$ cat config.mk
export PLATFORM = sky130hd
export DESIGN_NAME = micro_branch_control
export DESIGN_NICKNAME = d
export VERILOG_FILES = /design/src/rtl/micro_branch_control.sv
export SDC_FILE = /design/constraint.sdc
export NUM_CORES = 1
export LEC_CHECK = 0
export CAP_MARGIN = 20
export CORE_ASPECT_RATIO = 1.1
export CORE_UTILIZATION = 42
export CTS_BUF_LIST = sky130_fd_sc_hd__clkbuf_4 sky130_fd_sc_hd__clkbuf_8
export DETAILED_ROUTE_END_ITERATION = 10
export PLACE_DENSITY = 0.77
export SYNTH_ARGS = -nofsm -noshare
export SYNTH_HDL_FRONTEND = slang
export SYNTH_SLANG_ARGS = --single-unit
$ cat constraint.sdc
create_clock -name clock -period 2.4 [get_ports clock]
set_input_delay 0.36 -clock clock [delete_from_list [all_inputs] [get_ports clock]]
set_output_delay 0.36 -clock clock [all_outputs]
set_load 0.1 [all_outputs]
$ cat src/rtl/micro_branch_control.sv
// Purpose: branch-control stage of a microsequencer. It registers the control-store word and decodes the sequencer op, address and datapath ctl fields.
// Latency: one register stage (PR) from uword; op/relative/din/taken/ctl are combinational from PR, cond and the loop counter.
// Backpressure: none; a new microword is accepted every clock. WAIT stalls the sequencer by refetching the same address.
// Optional feature: define STACK_CHECK_EN to add the call/return depth tracker that drives the sticky stack_err flag.
module micro_branch_control #(
    parameter int STACK_DEPTH = 4
) (
    input  logic        clock,
    input  logic        reset,
    input  logic [31:0] uword,
    input  logic [7:0]  cond,
    output logic [1:0]  op,
    output logic        relative,
    output logic [11:0] din,
    output logic [11:0] ctl,
    output logic        taken,
    output logic        stack_err
);

    // Microword type codes held in PR[31:29]
    typedef enum logic [2:0] {
        T_CONT = 3'd0,
        T_JMP  = 3'd1,
        T_CALL = 3'd2,
        T_RET  = 3'd3,
        T_LDCT = 3'd4,
        T_LOOP = 3'd5,
        T_WAIT = 3'd6,
        T_RSVD = 3'd7
    } utype_t;

    // Sequencer operation codes presented on op
    typedef enum logic [1:0] {
        OP_NEXT = 2'd0,
        OP_JUMP = 2'd1,
        OP_CALL = 2'd2,
        OP_RET  = 2'd3
    } seq_op_t;

    // WAIT refetches its own address: a relative offset of -1 back to the current word
    localparam logic [11:0] WAIT_OFFSET = 12'hFFF;

    logic [31:0] pr_q;
    logic [11:0] loop_cnt_q;

    utype_t      pr_type;
    logic [2:0]  pr_csel;
    logic        pr_pol;
    logic        pr_rel;
    logic [11:0] pr_addr;
    logic [11:0] pr_ctl;

    logic        cond_bit;
    logic        test_true;
    logic        cnt_nonzero;

    seq_op_t     op_sel;
    logic        rel_sel;
    logic [11:0] din_sel;
    logic        taken_sel;
    logic        cnt_load;
    logic        cnt_dec;
    logic        call_taken;
    logic        ret_taken;

    // Pipeline register: captures the control-store word every clock
    always_ff @(posedge clock or posedge reset) begin
        if (reset) begin
            pr_q <= 32'd0;
        end else begin
            pr_q <= uword;
        end
    end

    // Field split of the pipelined microword
    always_comb begin
        pr_type = utype_t'(pr_q[31:29]);
        pr_csel = pr_q[28:26];
        pr_pol  = pr_q[25];
        pr_rel  = pr_q[24];
        pr_addr = pr_q[23:12];
        pr_ctl  = pr_q[11:0];
    end

    // Branch test: select 0 is "always", otherwise one datapath condition bit; pol inverts the sense
    always_comb begin
        cond_bit    = (pr_csel == 3'd0) ? 1'b1 : cond[pr_csel];
        test_true   = cond_bit ^ pr_pol;
        cnt_nonzero = (loop_cnt_q != 12'd0);
    end

    // Sequencer decode: op/address select per microword type, plus counter load/decrement strobes
    always_comb begin
        op_sel    = OP_NEXT;
        rel_sel   = 1'b0;
        din_sel   = 12'd0;
        taken_sel = 1'b0;
        cnt_load  = 1'b0;
        cnt_dec   = 1'b0;
        unique case (pr_type)
            T_JMP: begin
                if (test_true) begin
                    op_sel    = OP_JUMP;
                    rel_sel   = pr_rel;
                    din_sel   = pr_addr;
                    taken_sel = 1'b1;
                end
            end
            T_CALL: begin
                if (test_true) begin
                    op_sel    = OP_CALL;
                    rel_sel   = pr_rel;
                    din_sel   = pr_addr;
                    taken_sel = 1'b1;
                end
            end
            T_RET: begin
                // Return address comes from the sequencer's own stack, so din stays 0
                if (test_true) begin
                    op_sel    = OP_RET;
                    taken_sel = 1'b1;
                end
            end
            T_LDCT: begin
                cnt_load = 1'b1;
            end
            T_LOOP: begin
                // Counter saturates at zero: the loop falls through instead of wrapping
                if (cnt_nonzero) begin
                    op_sel    = OP_JUMP;
                    rel_sel   = pr_rel;
                    din_sel   = pr_addr;
                    taken_sel = 1'b1;
                    cnt_dec   = 1'b1;
                end
            end
            T_WAIT: begin
                // Spin on the current address until the condition becomes true
                if (!test_true) begin
                    op_sel    = OP_JUMP;
                    rel_sel   = 1'b1;
                    din_sel   = WAIT_OFFSET;
                    taken_sel = 1'b1;
                end
            end
            T_CONT, T_RSVD: begin
                op_sel = OP_NEXT;
            end
            default: begin
                op_sel = OP_NEXT;
            end
        endcase
    end

    // Output drive; reset forces the quiet state even before PR has been cleared through
    always_comb begin
        if (reset) begin
            op       = 2'd0;
            relative = 1'b0;
            din      = 12'd0;
            ctl      = 12'd0;
            taken    = 1'b0;
        end else begin
            op       = op_sel;
            relative = rel_sel;
            din      = din_sel;
            ctl      = pr_ctl;
            taken    = taken_sel;
        end
    end

    // Loop counter: loaded by LDCT, decremented by each taken LOOP, otherwise held
    always_ff @(posedge clock or posedge reset) begin
        if (reset) begin
            loop_cnt_q <= 12'd0;
        end else if (cnt_load) begin
            loop_cnt_q <= pr_addr;
        end else if (cnt_dec) begin
            loop_cnt_q <= loop_cnt_q - 12'd1;
        end
    end

    // Taken call/return strobes, used by the depth tracker when it is compiled in
    always_comb begin
        call_taken = (pr_type == T_CALL) && test_true;
        ret_taken  = (pr_type == T_RET) && test_true;
    end

`ifdef STACK_CHECK_EN
    localparam int DEPTH_W = (STACK_DEPTH < 1) ? 1 : $clog2(STACK_DEPTH + 1);
    localparam logic [DEPTH_W-1:0] DEPTH_MAX = DEPTH_W'(STACK_DEPTH);

    logic [DEPTH_W-1:0] depth_q;
    logic               stack_err_q;

    // Depth tracker: mirrors the sequencer's return stack occupancy and saturates at both ends
    always_ff @(posedge clock or posedge reset) begin
        if (reset) begin
            depth_q     <= '0;
            stack_err_q <= 1'b0;
        end else if (call_taken) begin
            if (depth_q == DEPTH_MAX) begin
                stack_err_q <= 1'b1;
            end else begin
                depth_q <= depth_q + DEPTH_W'(1);
            end
        end else if (ret_taken) begin
            if (depth_q == '0) begin
                stack_err_q <= 1'b1;
            end else begin
                depth_q <= depth_q - DEPTH_W'(1);
            end
        end
    end

    assign stack_err = stack_err_q;
`else
    logic unused_stack_strobes;

    // No depth tracking in this build: the strobes are left unconsumed and the flag is tied off
    assign unused_stack_strobes = call_taken | ret_taken;
    assign stack_err            = 1'b0;
`endif

endmodule

# Yosys cells after proc, flatten, opt, wreduce, memory -nomap -nowiden
# Cells that the tools add are included.
# totals
reg_bits,44
inputBits,42
output_inout_bits,29
elab_cells,45
# classes
n_addsub,1
magnitude_cmp,1
n_eq_ne,6
n_mux,29
bitwise,1
n_reduce_logical,5
# ops
cell,n
12-bit 2-to-1 mux,7
12-bit one-hot mux with 3 select lines,1
1-bit 2-to-1 mux,14
12-bit nonzero test,1
"12-bit by 1-bit subtractor with 12-bit output, second input constant",1
2-bit one-hot mux with 5 select lines,1
"3-bit equality test, second input constant",3
"3-bit by 2-bit equality test with 1-bit output, second input constant",2
2-bit 2-to-1 mux,3
1-bit one-hot mux with 3 select lines,2
"3-bit by 4-bit less-than comparator with 1-bit output, second input constant",1
1-bit binary-select mux with 3-bit select,1
"3-bit by 1-bit equality test with 1-bit output, second input constant",1
3-bit zero test,1
3-bit OR reduction,1
2-bit nonzero test,1
2-bit OR reduction,1
1-bit bitwise XOR,1

# Logic depth before layout (Yosys ltp)
# Gate-level depths: netlist (run 1).
# logic_depth
ltp_word,7
mapped_depth,9
depth_no_buf,7

# Least setup slack after synthesis (run 1)
# No wires, ideal clock.
# synth_path
kind,reg-to-output
from,register pr_q[28]
to,output taken
t_arrival_ns,4.024
t_required_ns,2.040
slack_ns,-1.984
path_stages_with_launch,6
path_buffers,0
path_cell_list,dfrtp_1 > mux2i_1 > mux4_2 > xnor2_2 > or3b_2 > a311oi_1
# synth_via
elab_chain_cells,7
word_cells_on_any_way,9
cone_classes,7 x mux; 1 x bitwise; 1 x reduce/logical
# synth_lines
item,line_no,text
from (decl),43,logic [31:0] pr_q;
from (signal assigned),71,pr_q <= uword;
1-bit binary-select mux with 3-bit select,87,cond_bit = (pr_csel == 3'd0) ? 1'b1 : cond[pr_csel];
1-bit 2-to-1 mux (not written as such),87,
1-bit 2-to-1 mux (*),87,
1-bit bitwise XOR (*),88,test_true = cond_bit ^ pr_pol;
"1-bit 2-to-1 mux, on equally long branches",--,
1-bit one-hot mux with 3 select lines (*),100,unique case (pr_type)
1-bit 2-to-1 mux (*),157,if (reset) begin
to (decl),16,"output logic taken,"
# Every way passes the cells marked *; elsewhere a longest branch is shown, timed or not. The select of a mux whose other input is x is not followed.

# Worst setup path after layout (run 1)
# layout_path
from,input cond[5]
to,output taken
# layout_via
elab_chain_cells,7
word_cells_on_any_way,8
cone_classes,7 x mux; 1 x bitwise
# layout_lines
item,line_no,text
from (decl),11,"input logic [7:0] cond,"
1-bit binary-select mux with 3-bit select (*),87,
1-bit 2-to-1 mux (not written as such) (*),87,
1-bit 2-to-1 mux (*),87,
1-bit bitwise XOR (*),88,
"1-bit 2-to-1 mux, on equally long branches",--,
1-bit one-hot mux with 3 select lines (*),100,
1-bit 2-to-1 mux (*),157,
# Marked as above.

==> out/metrics.json, run 1 <==
{
  "run_status": "finished with violations",
  "violated_checks": "negative setup slack",
  "area_fraction_in_compound_gates_after_synthesis_pct": 15.20,
  "cts_made_buffers": 5,
  "route.detailed.vias_per_inst": 5.431,
  "placement_rows": 26,
  "iter_0_drt_violations": 119,
  "synth_instances": 190,
  "die_width_um": 68.20,
  "synth.yosys.seq_area_share_pct": 54.39,
  "initial_core_util_pct": 43.52,
  "cp_max_fo": 3,
  "timing.final.ws_setup_ns": -0.4191,
  "ctsLongestPathBuffers": 2,
  "setup_viol": 16,
  "postSynthRegisterBits": 44,
  "grt-busiest-layer": "met2",
  "avgSynthCellArea_um2": 10.65,
  "synthesis.nets": 233,
  "synth-simple-area-share_pct": 19.22,
  "vdd_ir_drop_max_uv": 450.0,
  "final_standard_cell_area_without_fillers_um2": 3638,
  "synthToLayoutAreaGrowth_pct": 79.73,
  "max_freq_mhz": 354.7,
  "grt_setup_unrepaired": "true",
  "critical_path_required_ns": 2.04,
  "die_height_um": 74.82,
  "place_congestion": 0.8652,
  "first_pass_grt_wire_length_um": 9239,
  "placedInstanceArea_um2": 3405,
  "timing.final.hold_violations": 0,
  "maxCapViolations": 0,
  "drt_pre_antenna_iters": 5,
  "edff_count_synth": 0,
  "core-area_um2": 4652,
  "main_combinational_cell_family_by_area_after_synthesis": "simple AND/OR/NAND/NOR gates",
  "timing.final.crit_period_ns": 2.819,
  "grt_antenna_before_repair": 0,
  "dpl.hpwl_um": 4060,
  "root_buffer": "sky130_fd_sc_hd__clkbuf_8",
  "timing.setup.critical_path_class": "input pin to output port",
  "holdBufCountCts": 0,
  "timing.final.max_slew_violations": 0,
  "ctsHtreeMaxLevel": 2,
  "power_density_nw_per_um2": 598.0,
  "layout_net_count": 327,
  "number_of_remaining_drc_errors": 0,
  "wl_per_cell_um": 17.19,
  "worstHoldPathType": "input pin to async pin",
  "antenna_left": 0,
  "post-synth-top-area-cell": "sky130_fd_sc_hd__dfrtp_1",
  "clock_tree_from_tritoncts": "done",
  "placement.io_buffers": 68,
  "global_route.overflow_total": 0,
  "worst_skew_pair.late_latency_ns": 0.30,
  "worst-r2r-cell-count": 6,
  "fin_worst_skew_ns": 0.003006,
  "fp.dieArea_um2": 5102,
  "timing.rr.start": "loop_cnt_q[5]",
  "clock_sink_count": 44,
  "detailroute.via_count": 1852,
  "rr_endpoint": "loop_cnt_q[11]",
  "cp_data_arrival_time_ns": 2.46,
  "power.leakage_uw": 0.001474,
  "clk_transition_reported_paths_ns": 0.08,
  "grt_util_met2_pct": 44.66,
  "synth.yosys.warnings": 0,
  "routing_usage_on_met3_pct": 7.576,
  "cp-end-kind": "output port",
  "drt-total-wl_um": 5862,
  "synthArstFlopShare_pct": 100.0,
  "post-synth-top-area-fraction_pct": 54.39,
  "final_layout_size_suffix_gt1_share_pct": 37.54,
  "grt_pass1_vias": 1950,
  "post_synthesis_cell_area_um2": 2024,
  "ff2ff_setup_slack_ns": 0.23,
  "final.period_utilization_pct": 117.5,
  "yosys.area_share.xor_xnor_pct": 2.101,
  "n_antenna_cell": 0,
  "met1_usage_pct": 27.72,
  "synth.lib_cells_used.distinct": 50,
  "synth_top_cells_by_area": "sky130_fd_sc_hd__dfrtp_1, sky130_fd_sc_hd__a21oi_1, sky130_fd_sc_hd__nor2b_1, sky130_fd_sc_hd__o21ai_0, sky130_fd_sc_hd__nor2_1",
  "muxShareOfSynthArea_pct": 3.337,
  "grt_start_max_net_pins": 23,
  "globalRouteTotalUtil_pct": 25.84,
  "ioPinCount": 71,
  "final.fill_count": 268,
  "dominantRegCellSynth": "sky130_fd_sc_hd__dfrtp_1",
  "startpoint_type": "input pin",
  "synth-adder-area-share_pct": 0.6180,
  "preCtsSetupSlack_ns": -0.4730
}
[per-layer routing]
layer | share of wire [%] | up-vias
met4 | 4.6 | 0
met2 | 52 | 92
met3 | 7.3 | 25
met5 | 0 | -
li1 | - | 858
met1 | 36 | 877
[worst max-delay path: stages]
cell                              delay, ns
sky130_fd_sc_hd__clkdlybuf4s50_1       0.45
sky130_fd_sc_hd__mux2i_1               0.07
sky130_fd_sc_hd__mux4_2                0.50
sky130_fd_sc_hd__xnor2_2               0.17
sky130_fd_sc_hd__or3b_4                0.39
sky130_fd_sc_hd__a311oi_4              0.30
sky130_fd_sc_hd__buf_12                0.21
[flip-flops by register name, indices dropped and copies added (netlist names)]
signal and count:
pr_q 32, loop_cnt_q 12
[per-stage QoR]
| step | TNS [ns] | instances | total power (uW) | utilization (%) | hold slack (ns) |
|---|---|---|---|---|---|
| final | -6.050 | 341 | 2176 | 78.21 | 0.4796 |
| after global routing | -7.228 | 341 | 2262 | 78.21 | 0.4763 |
| after CTS | -6.281 | 341 | 2179 | 77.62 | 0.4775 |
| after detailed placement | -6.731 | 329 | 1545 | 73.18 | 0.4598 |
| after global placement | -5.619 | 329 | 1524 | 73.18 | 0.4621 |
| after floorplan | -6.567 | 190 | 1270 | - | 0.3914 |
[power by group]
group | total [uW] | internal (uW) | switching (uW)
clock network | 601 | 340 | 261
logic | 708 | 312 | 396
registers | 866 | 806 | 60.7
total | 2180 | 1460 | 717
[layout by cell type, fill, tap and decap left out, drive strengths merged, types with 3 or more instances in the layout]
master	Yosys	layout
nor3	5	5
nor2	11	11
a21oi	19	19
dfrtp	44	44
nor3b	4	4
nand2	9	9
or4	3	3
mux2i	3	3
inv	7	6
o21ai	18	18
nor2b	13	13
nand3	3	3
clkdlybuf4s50	0	38
buf	5	59
a31oi	3	3
clkbuf	8	6
[worst max path at each step]
stage                         from    end  slack [ns]  cells after the start
after floorplan           pr_q[28]  taken       -0.52                      5
after global placement     cond[7]  taken       -0.42                      7
after detailed placement   cond[7]  taken       -0.47                      7
after CTS                 pr_q[28]  taken       -0.44                      6
after global routing      pr_q[28]  taken       -0.49                      6
final                      cond[5]  taken       -0.42                      7
[synthesized netlist by cell type, drive strengths merged, types with 2 or more instances]
master and n:
buf 5, clkbuf 8, nor2 11, xnor2 2, xor2 2, nand2 9
a21oi 19, nor3b 4, a31oi 3, a32oi 2, nand4b 2, nand2b 2
dfrtp 44, o211ai 2, mux2i 3, nand3 3, nor3 5, or3b 2
nor2b 13, inv 7, nand3b 2, o21ai 18, or4 3
[kinds of logic after synthesis]
group,Yosys count
compound gates,52
xor+xnor,4
fa+ha+maj,1
buf+inv,20
flops,44
mux,5
other cells,1
simple gates,63
[timing repair]
action | in CTS | in global routing
pin swaps | 3 | 2
endpoints found under the setup margin | 16 | 16
resized for setup | 21 | 8
buffers inserted | 2 | 0
cloned | 2 | 0
[layout make-up]
class	instances	area (um^2)	area share (%)
Clock inverter	2	38.79	1.066
Sequential cell	44	1102	30.30
Timing Repair Buffer	99	1227	33.73
Clock buffer	6	82.58	2.270
Inverter	7	26.28	0.7221
Tap cell	56	70.07	1.926
Multi-Input combinational cell	127	1091	29.99
No activity file was read; power rests on OpenSTA's default activity.
==> run 2: changes to the inputs <==
- CORE_MARGIN: default -> 3
- CORE_UTILIZATION: 42 -> 30
- PLACE_DENSITY: 0.77 -> 0.56
- clock period: 2.4 -> 2.7 ns (I/O delays scaled with it)
==> out/metrics.json, run 2 (synthesized netlist as in run 1, its figures left out) <==
{
  "run_status": "finished with violations",
  "violated_checks": "negative setup slack",
  "layout_commonest_cell": "sky130_fd_sc_hd__dfrtp_1",
  "timing.final.max_slew_violations": 0,
  "placement_rows": 30,
  "startpoint_type": "flop",
  "ioPinCount": 71,
  "power_density_nw_per_um2": 529.4,
  "max_freq_mhz": 345.2,
  "grt_pass1_vias": 1830,
  "grt_setup_unrepaired": "true",
  "cp_data_arrival_time_ns": 2.49,
  "wl_per_cell_um": 15.60,
  "maxCapViolations": 0,
  "timing.final.ws_setup_ns": -0.1969,
  "fin_worst_skew_ns": 0.005876,
  "holdBufCountCts": 0,
  "worstHoldPathType": "flop to flop",
  "cp-end-kind": "output port",
  "preCtsSetupSlack_ns": -0.2854,
  "endpoint": "taken",
  "reg.largest.list": "pr_q: 32 flops, loop_cnt_q: 12 flops",
  "place_congestion": 0.8130,
  "power.leakage_uw": 0.001432,
  "placement.io_buffers": 68,
  "dpl.hpwl_um": 3992,
  "worst-slew-pin-transition_ns": 0.7998,
  "die_width_um": 84.33,
  "detailroute.via_count": 1744,
  "most-common-layout-cells": "sky130_fd_sc_hd__dfrtp_1, sky130_fd_sc_hd__clkdlybuf4s50_1, sky130_fd_sc_hd__buf_12",
  "synthToLayoutAreaGrowth_pct": 76.58,
  "worst_skew_pair.late_latency_ns": 0.29,
  "antenna_left": 0,
  "ctsHtreeMaxLevel": 2,
  "worst-r2r-cell-count": 5,
  "final.period_utilization_pct": 107.3,
  "largest_reg_flops": 32,
  "timing.rr.start": "loop_cnt_q[4]",
  "drt-total-wl_um": 5568,
  "ctsLongestPathBuffers": 2,
  "drt_pre_antenna_iters": 4,
  "crit_start": "pr_q[28]",
  "regMostFlops": "pr_q",
  "grt_antenna_before_repair": 0,
  "critical_path_required_ns": 2.30,
  "clock_sink_count": 44,
  "clk_transition_reported_paths_ns": 0.08,
  "timing.final.hold_violations": 0,
  "final.fill_count": 551,
  "globalRouteTotalUtil_pct": 15.05,
  "timing.final.crit_period_ns": 2.897,
  "number_of_remaining_drc_errors": 0,
  "final_layout_size_suffix_gt1_share_pct": 35.02,
  "rr_endpoint": "loop_cnt_q[2]",
  "clock_tree_from_tritoncts": "done",
  "first_pass_grt_wire_length_um": 9246,
  "fp.dieArea_um2": 7771,
  "whs_ns": 0.5015,
  "final_standard_cell_area_without_fillers_um2": 3575,
  "root_buffer": "sky130_fd_sc_hd__clkbuf_8",
  "global_route.overflow_total": 0,
  "timing.setup.critical_path_class": "flop to output port",
  "route.detailed.vias_per_inst": 4.885,
  "cp_max_fo": 4,
  "placedInstanceArea_um2": 3367,
  "initial_core_util_pct": 31.91,
  "grt_start_max_net_pins": 25,
  "vdd_ir_drop_max_uv": 255.5,
  "die_height_um": 92.16,
  "setup_viol": 16,
  "core-area_um2": 6344,
  "iter_0_drt_violations": 78,
  "ff2ff_setup_slack_ns": 0.50,
  "slew_headroom_pct": 46.35,
  "n_antenna_cell": 0,
  "layout_net_count": 319,
  "timing.setup.tns_ns": -2.143,
  "cts_made_buffers": 5
}
[run 2: layer usage]
metal	global-route usage (%)	routed length, um
met1	19.44	2438
met2	24.74	2638
met3	4.133	425
met4	4.021	65
met5	0	0
[run 2: critical path, stage by stage (launching register included)]
cell                       delay, ns
sky130_fd_sc_hd__dfrtp_2        0.44
sky130_fd_sc_hd__mux2i_1        0.13
sky130_fd_sc_hd__mux4_2         0.54
sky130_fd_sc_hd__xnor2_4        0.17
sky130_fd_sc_hd__or3b_4         0.39
sky130_fd_sc_hd__a311oi_4       0.31
sky130_fd_sc_hd__buf_12         0.22
[run 2: how the worst min path moves through the flow]
stage / startpoint / end / slack (ns) / cells after the start
finish: pr_q[21] / loop_cnt_q[9] / 0.50 / 1
global route: uword[8] / pr_q[8] / 0.53 / 1
CTS: pr_q[20] / loop_cnt_q[8] / 0.50 / 2
detailed placement: pr_q[20] / loop_cnt_q[8] / 0.47 / 2
global placement: pr_q[20] / loop_cnt_q[8] / 0.46 / 2
floorplan: uword[0] / pr_q[0] / 0.44 / 0
[run 2: cell type report]
class	instances	area [um^2]	share of cell area, %
Tap cell	80	100.1	2.800
Clock inverter	2	38.79	1.085
Inverter	7	26.28	0.7350
Clock buffer	6	82.58	2.310
Sequential cell	44	1102	30.84
Multi-Input combinational cell	127	1084	30.31
Timing Repair Buffer	91	1141	31.92
[run 2: per-stage QoR]
step                power (uW)  utilization (%)  instances
floorplan                 1124                -        190
global placement          1348            53.08        347
finish                    1893            56.35        357
global route              1983            56.35        357
detailed placement        1353            53.08        347
CTS                       1910            55.86        357
[run 2: timing repair]
| action | 4_1_cts | 5_1_grt |
|---|---|---|
| setup endpoints to repair | 16 | 16 |
| pin swaps | 4 | 4 |
| endpoints found under the hold margin | 0 | 0 |
| gates cloned | 1 | 0 |
| buffers inserted | 2 | 0 |
| gates resized for setup | 27 | 7 |
[run 2: where the power goes]
part | switching, uW | internal, uW
Sequential | 52.7 | 716
Combinational | 337 | 259
Clock | 225 | 303
